`src/rtl/drive_cmd_uart_tx.sv`:
```
// Drive command -> Create "Drive Direct" packet over 8N1 UART, preceded by Start/Full after reset.
// Start bit 1 cycle after accept, 50 bit-times per packet; cmd_ready low (command held off) during init/packet.
module drive_cmd_uart_tx #(
   parameter int CLKS_PER_BIT = 434,
   parameter int SLOW_MMPS    = 100,
   parameter int MEDIUM_MMPS  = 200,
   parameter int FAST_MMPS    = 300,
   parameter int TURN_MMPS    = 100,
   parameter int SKIP_REPEAT  = 1
) (
   input  logic       clk,
   input  logic       rst_n,
   input  logic [2:0] cmd,
   input  logic       cmd_valid,
   output logic       cmd_ready,
   output logic       uart_tx,
   output logic       busy,
   output logic [2:0] last_cmd
);

   typedef enum logic [1:0] {INIT_PEND, INIT, IDLE, SEND} state_t;

   localparam logic [15:0] SLOW_V   = 16'(SLOW_MMPS);
   localparam logic [15:0] MEDIUM_V = 16'(MEDIUM_MMPS);
   localparam logic [15:0] FAST_V   = 16'(FAST_MMPS);
   localparam logic [15:0] TURN_V   = 16'(TURN_MMPS);
   localparam logic [15:0] BIT_LAST = 16'(CLKS_PER_BIT - 1);

   state_t      state;
   logic        active;
   logic [15:0] bit_cnt;
   logic [3:0]  bit_pos;
   logic [2:0]  byte_idx;
   logic [7:0]  shreg;

   logic [2:0]  sel_idx;
   logic [2:0]  mapped;
   logic [15:0] r_vel;
   logic [15:0] l_vel;
   logic [7:0]  tx_byte;
   logic        last_byte;

   // The serialiser looks one byte ahead once a frame is active so bytes chain with no gap.
   always_comb begin
      sel_idx   = active ? byte_idx + 3'd1 : byte_idx;
      mapped    = (cmd[2:1] == 2'b11) ? 3'b000 : cmd;
      r_vel     = 16'h0000;
      l_vel     = 16'h0000;
      case (last_cmd)
         3'b001: begin r_vel = TURN_V;        l_vel = 16'h0000 - TURN_V; end
         3'b010: begin r_vel = 16'h0000 - TURN_V; l_vel = TURN_V;     end
         3'b011: begin r_vel = SLOW_V;        l_vel = SLOW_V;           end
         3'b100: begin r_vel = MEDIUM_V;      l_vel = MEDIUM_V;         end
         3'b101: begin r_vel = FAST_V;        l_vel = FAST_V;           end
         default: begin r_vel = 16'h0000;     l_vel = 16'h0000;         end
      endcase
      tx_byte   = 8'h00;
      last_byte = 1'b0;
      if (state == INIT) begin
         tx_byte   = (sel_idx == 3'd0) ? 8'h80 : 8'h84;
         last_byte = (byte_idx == 3'd1);
      end else begin
         case (sel_idx)
            3'd0:    tx_byte = 8'h91;
            3'd1:    tx_byte = r_vel[15:8];
            3'd2:    tx_byte = r_vel[7:0];
            3'd3:    tx_byte = l_vel[15:8];
            default: tx_byte = l_vel[7:0];
         endcase
         last_byte = (byte_idx == 3'd4);
      end
   end

   always_ff @(posedge clk or negedge rst_n) begin
      if (!rst_n) begin
         state     <= INIT_PEND;
         uart_tx   <= 1'b1;
         cmd_ready <= 1'b0;
         busy      <= 1'b0;
         last_cmd  <= 3'b000;
         active    <= 1'b0;
         bit_cnt   <= 16'd0;
         bit_pos   <= 4'd0;
         byte_idx  <= 3'd0;
         shreg     <= 8'h00;
      end else begin
         case (state)
            INIT_PEND: begin
               state    <= INIT;
               busy     <= 1'b1;
               active   <= 1'b0;
               byte_idx <= 3'd0;
            end
            IDLE: begin
               if (cmd_valid && cmd_ready &&
                   !((SKIP_REPEAT != 0) && (mapped == last_cmd))) begin
                  last_cmd  <= mapped;
                  state     <= SEND;
                  cmd_ready <= 1'b0;
                  busy      <= 1'b1;
                  active    <= 1'b0;
                  byte_idx  <= 3'd0;
               end
            end
            default: begin
               if (!active) begin
                  shreg   <= tx_byte;
                  uart_tx <= 1'b0;
                  active  <= 1'b1;
                  bit_cnt <= 16'd0;
                  bit_pos <= 4'd0;
               end else if (bit_cnt == BIT_LAST) begin
                  bit_cnt <= 16'd0;
                  if (bit_pos == 4'd9) begin
                     if (last_byte) begin
                        active    <= 1'b0;
                        uart_tx   <= 1'b1;
                        state     <= IDLE;
                        cmd_ready <= 1'b1;
                        busy      <= 1'b0;
                     end else begin
                        byte_idx <= byte_idx + 3'd1;
                        shreg    <= tx_byte;
                        uart_tx  <= 1'b0;
                        bit_pos  <= 4'd0;
                     end
                  end else begin
                     bit_pos <= bit_pos + 4'd1;
                     uart_tx <= (bit_pos == 4'd8) ? 1'b1 : shreg[bit_pos[2:0]];
                  end
               end else begin
                  bit_cnt <= bit_cnt + 16'd1;
               end
            end
         endcase
      end
   end

endmodule
```
`config.mk`:
```
export PLATFORM = sky130hd
export DESIGN_NAME = drive_cmd_uart_tx
export DESIGN_NICKNAME = d
export VERILOG_FILES = /design/src/rtl/drive_cmd_uart_tx.sv
export SDC_FILE = /design/constraint.sdc
export NUM_CORES = 1
export LEC_CHECK = 0
export CAP_MARGIN = 10
export CORE_MARGIN = 4
export CORE_UTILIZATION = 40
export CTS_CLUSTER_SIZE = 14
export DETAILED_ROUTE_END_ITERATION = 16
export GPL_TIMING_DRIVEN = 1
export MAX_ROUTING_LAYER = met4
export PLACE_DENSITY = 0.63
export SLEW_MARGIN = 5
export SYNTH_ARGS = -nofsm -noshare
export SYNTH_HDL_FRONTEND = slang
export SYNTH_SLANG_ARGS = --single-unit
```
`constraint.sdc`:
```
create_clock -name clk -period 3.15 [get_ports clk]
set_clock_uncertainty 0.05 [all_clocks]
set_input_delay 0.63 -clock clk [delete_from_list [all_inputs] [get_ports clk]]
set_output_delay 0.63 -clock clk [all_outputs]
set_load 0.02 [all_outputs]
```
* Yosys cells after proc, flatten, opt, wreduce, memory -nomap -nowiden
Cells that the tools add are included.
Storage, ports and cells: flip-flop bits (word level) 40, word-level logic and storage cells 116
Operators by class: bitwise operators 2, magnitude comparators 1, equality and inequality tests 23, mux-type cells 54, add/sub/neg operators 3, reduce and logical (&&, ||, !) cells 23
Operators with widths (number):
- 16-bit case mux with 4 select lines | 2
- 8-bit two-way mux | 5
- 16-bit two-way mux | 2
- 8-bit case mux with 4 select lines | 1
- 3-bit two-way mux | 8
- 1-bit two-way mux | 21
- 16-bit by 1-bit adder with 16-bit output, second input constant | 1
- 16-bit by 9-bit == test with 1-bit output, second input constant | 1
- 4-bit two-way mux | 4
- 3-bit by 2-bit == test with 1-bit output, second input constant | 4
- 3-bit nonzero test | 4
- 2-bit two-way mux | 5
- 5-bit AND reduction | 2
- 3-bit by 1-bit == test with 1-bit output, second input constant | 3
- 3-bit == test, second input constant | 3
- 4-bit == test, second input constant | 2
- 2-bit nonzero test | 4
- 1-bit case mux with 2 select lines | 3
- 3-bit case mux with 2 select lines | 1
- 6-bit AND reduction | 1
- 2-bit OR reduction | 3
- 4-bit by 1-bit adder with 4-bit output, second input constant | 1
- 2-bit == test, second input constant | 2
- 3-bit by 4-bit less-than comparator with 1-bit output, second input constant | 1
- other kinds (17) | 22

* Depth between registers and ports, before layout
depth after elaboration 9, depth in mapped cells 8

* Worst setup path after synthesis
OpenSTA, ideal clock, no wires.
kind register to register, start register byte_idx[1], end register shreg[7], path slack 1.177 ns, data required time 2.975 ns, library setup time 0.125 ns, cell stages (with the launch flop) 7, path buffers 0, arrival 1.798 ns, clock period less this slack 1.973 ns, cell sequence dfrtp_1 ha_1 and3_1 nor4_1 or3b_1 nand4_1 mux2_4
Between the ends: longest elaborated chain between the ends 9, elaborated cells on any way between the ends 17
RTL lines:
- start: declaration | RTL line 33 | logic [2:0] byte_idx;
- start signal: assignment | RTL line 122 | byte_idx <= byte_idx + 3'd1;
- 3-bit by 1-bit adder with 3-bit output | RTL line 45 | sel_idx = active ? byte_idx + 3'd1 : byte_idx;
- 3-bit two-way mux | RTL line 45
- 3-bit by 2-bit == test with 1-bit output, or another cell as far along | RTL line 63 | case (sel_idx)
- 8-bit case mux with 4 select lines | RTL line 63
- 8-bit two-way mux | RTL line 59 | if (state == INIT) begin
- 8-bit two-way mux | RTL line 115 | if (last_byte) begin
- 8-bit two-way mux | RTL line 114 | if (bit_pos == 4'd9) begin
- 8-bit two-way mux | RTL line 112 | end else if (bit_cnt == BIT_LAST) begin
- 8-bit two-way mux | RTL line 106 | if (!active) begin
- end signal: assignment | RTL line 107 | shreg <= tx_byte;
- end signal: assignment | RTL line 123 | shreg <= tx_byte;
- end: declaration | RTL line 34 | logic [7:0] shreg;
Several ways; a longest one is shown, not always the timed one. The select of a mux whose other input is x is not followed. A chain may end at the register's enable or synchronous reset.

* Worst setup path in the final report
start register byte_idx[0], end register shreg[7]
The elaborated chain is that of the path after synthesis.

==> flow_metrics.tcl <==
set metrics [dict create \
    syn-cell-area_um2 2570 \
    fin_crit_ps 2380 \
    yosysSeqAreaShare 0.380 \
    die_h_um 88.2 \
    grt_pass1_vias 1977 \
    setup_slack_ps 769 \
    cp-end-kind "flip-flop" \
    worst-path-max-fanout 12 \
    place.gp.congestion 0.856 \
    start_kind "flip-flop" \
    hold_slack_ps 393 \
    wirelength_um 5460 \
    synth_edf_count 0 \
    die_area_um2 7770 \
    htree_levels 2 \
    ctsHoldBuffers 0 \
    cts_buffers 5 \
    p_leak_nw 1.22 \
    antenna_found_initial 0 \
    drt_iter0_drc 172 \
    num_rows 28 \
    ios 12 \
    coreArea_um2 6060 \
    avgSynthCellArea_um2 9.28 \
    vias 2059 \
    ctsLongestPathBuffers 2 \
    fmax_mhz 420 \
    clkTransAtPathRegs_ps 80 \
    min_path_type "input pin to async pin" \
    period_share 0.756 \
    setup_viol 0 \
    syn_to_final_growth_pct 9.20 \
    drive_gt1_frac 0.109 \
    yosysWarnings 0 \
    switchingPower_uw 211 \
    cts_tree "yes" \
    post-dp-hpwl_um 3820 \
    worst_skew_pair.late_latency_ps 300 \
    cts_setup_buffers 0 \
    cts_resized 0 \
    power_frac_seq 0.573 \
    final-hold-violation-count 0 \
    nets 296 \
    syn-instance-count 277 \
    relSlewSlack 0.413 \
    tns_ps 0 \
    cp_data_required_time_ps 3290 \
    diodes 0 \
    async_flop_share 1.00 \
    sw_frac_of_total 0.241 \
    clock-sinks 39 \
    viasPerCell 5.72 \
    synth.distinct_cells 65 \
    drv_slew 0 \
    intPower_uw 662 \
    first_pass_iters 4 \
    grt_usage 0.161 \
    num-fill-cells 596 \
    criticalPathCategory "flip-flop to flip-flop" \
    vdd_drop_max_mv 0.203 \
    gr-total-overflow 0 \
    status "finished, final reports clean" \
    die_w_um 88.2 \
    worst_pin_slew_ps 880 \
    powerDensity_nw_per_um2 311 \
    synth_nets 289 \
    grt_start_max_net_pins 40 \
    pre_cts_ws_ps 727 \
    root_buffer "clkbuf_8" \
    rsz0062_at_grt "false" \
    synth_top_flop_cell "dfrtp_1" \
    p_comb_frac 0.025 \
    clockPowerShare 0.402 \
    wire_per_inst_um 15.2 \
    grt_pass1_wl_um 9560 \
    drtAntennaViolNets 0 \
    drc_errors 0 \
    cp.arrival_ps 2520 \
    initial_core_util 0.424 \
    maxCapViolCount 0 \
    port_buffers 11 \
    synth-seq-cells 39 \
]
## power groups by stage
stage	registers (mW)	logic, mW	clock network, mW
2_1_floorplan	0.510	0.00445	0
3_3_place_gp	0.510	0.0224	0
4_1_cts	0.500	0.0226	0.361
6_report	0.500	0.0214	0.351
3_5_place_dp	0.510	0.0226	0
5_1_grt	0.500	0.0253	0.385
## layout make-up
cell class              instances  area [µm²]  share of cell area
inverters                      12        45.0              0.0160
clock buffers                   5        68.8              0.0245
well taps                      75        93.8              0.0334
repair buffers                 14         128              0.0455
multi-input cells             212        1470               0.525
flip-flops and latches         39         977               0.348
clock inverters                 3        20.0             0.00713
## layout by cell type, fill, tap and decap left out, drive strengths merged, types with 3 or more instances in the layout
cell,count
o21ai,13
clkbuf,5
a22o,4
mux2,5
nor3b,4
nor2b,5
nand3,7
nand4,8
buf,4
xnor2,4
ha,6
nand2,32
nor4b,5
a21oi,7
o31ai,6
o22ai,7
clkdlybuf4s50,10
nor3,3
dfrtp,38
nor2,27
nand2b,10
inv,12
and3,4
a31oi,5
xor2,11
## worst max-delay path: stages (launching register included)
cell	delay, ps
dfrtp_1	570
ha_1	310
a21boi_0	170
nor2_1	560
o31a_1	210
nand4_1	110
mux2_4	290
## synth_stat cells, drive strengths merged (2+ instances only)
| cell type | number | area [µm²] |
|---|---|---|
| dfrtp | 38 | 951 |
| nand2 | 32 | 120 |
| nor2 | 27 | 101 |
| o21ai | 13 | 65.1 |
| inv | 12 | 45.0 |
| xor2 | 11 | 96.3 |
| nand2b | 10 | 65.1 |
| clkbuf | 8 | 30.0 |
| nand4 | 8 | 56.3 |
| a21oi | 7 | 38.8 |
| nand3 | 7 | 35.0 |
| o22ai | 7 | 43.8 |
| buf | 6 | 43.8 |
| ha | 6 | 75.1 |
| o31ai | 6 | 58.8 |
| a31oi | 5 | 31.3 |
| mux2 | 5 | 71.3 |
| nor2b | 5 | 31.3 |
| nor4b | 5 | 65.1 |
| a22o | 4 | 35.0 |
| and3 | 4 | 25.0 |
| nor3b | 4 | 30.0 |
| xnor2 | 4 | 35.0 |
| nor3 | 3 | 15.0 |
| a21boi | 2 | 26.3 |
| and4 | 2 | 17.5 |
| mux2i | 2 | 20.0 |
| mux4 | 2 | 45.0 |
| nor4bb | 2 | 20.0 |
| o2111ai | 2 | 17.5 |
| o211ai | 2 | 15.0 |
| o221ai | 2 | 17.5 |
| o32a | 2 | 20.0 |
| or3b | 2 | 17.5 |
## final timing paths
kind	start	end	slack [ps]	depth (start not counted)
setup / recovery	byte_idx[0]	shreg[7]	770	6
hold / removal	rst_n	bit_cnt[11]	390	1
max in group asynchronous	rst_n	bit_pos[2]	2100	1
setup reg to reg	byte_idx[0]	shreg[7]	770	6
min in group clk	uart_tx	uart_tx	430	2
hold reg to reg	uart_tx	uart_tx	430	2
## per-layer routing
layer | vias up | share of wire | track usage
li1 | 1023 | - | -
met3 | 8 | 0.036 | 0.0329
met5 | - | 0 | -
met4 | 0 | 0.017 | 0.0536
met2 | 36 | 0.44 | 0.229
met1 | 992 | 0.51 | 0.229
## cells by family (layout without fill, tap and decap cells)
family,count (synthesis),in the layout,synth area share
adders and majority gates,6,6,0.0292
and+or+nand+nor,118,118,0.256
muxes,9,9,0.0531
AOI/OAI and AO/OA,64,64,0.185
DFF,39,39,0.380
buffers and inverters,26,34,0.0462
xor gates and xnor gates,15,15,0.0511
## stage by stage
| step | utilization | instances | power [mW] | instance area [µm²] |
|---|---|---|---|---|
| 2_1_floorplan | - | 277 | 0.515 | 2570 |
| 3_3_place_gp | 0.448 | 352 | 0.533 | 2720 |
| 3_5_place_dp | 0.448 | 352 | 0.533 | 2720 |
| 4_1_cts | 0.463 | 360 | 0.884 | 2810 |
| 5_1_grt | 0.463 | 360 | 0.911 | 2810 |
| 6_report | 0.463 | 360 | 0.873 | 2810 |
## registers in the layout (all words and copies together), names as in the netlist
signal     count
active         1
bit_cnt       16
bit_pos        4
busy           1
byte_idx       3
cmd_ready      1
last_cmd       3
shreg          8
state          1
uart_tx        1
Note: power is estimated with default switching activity, not from simulation.
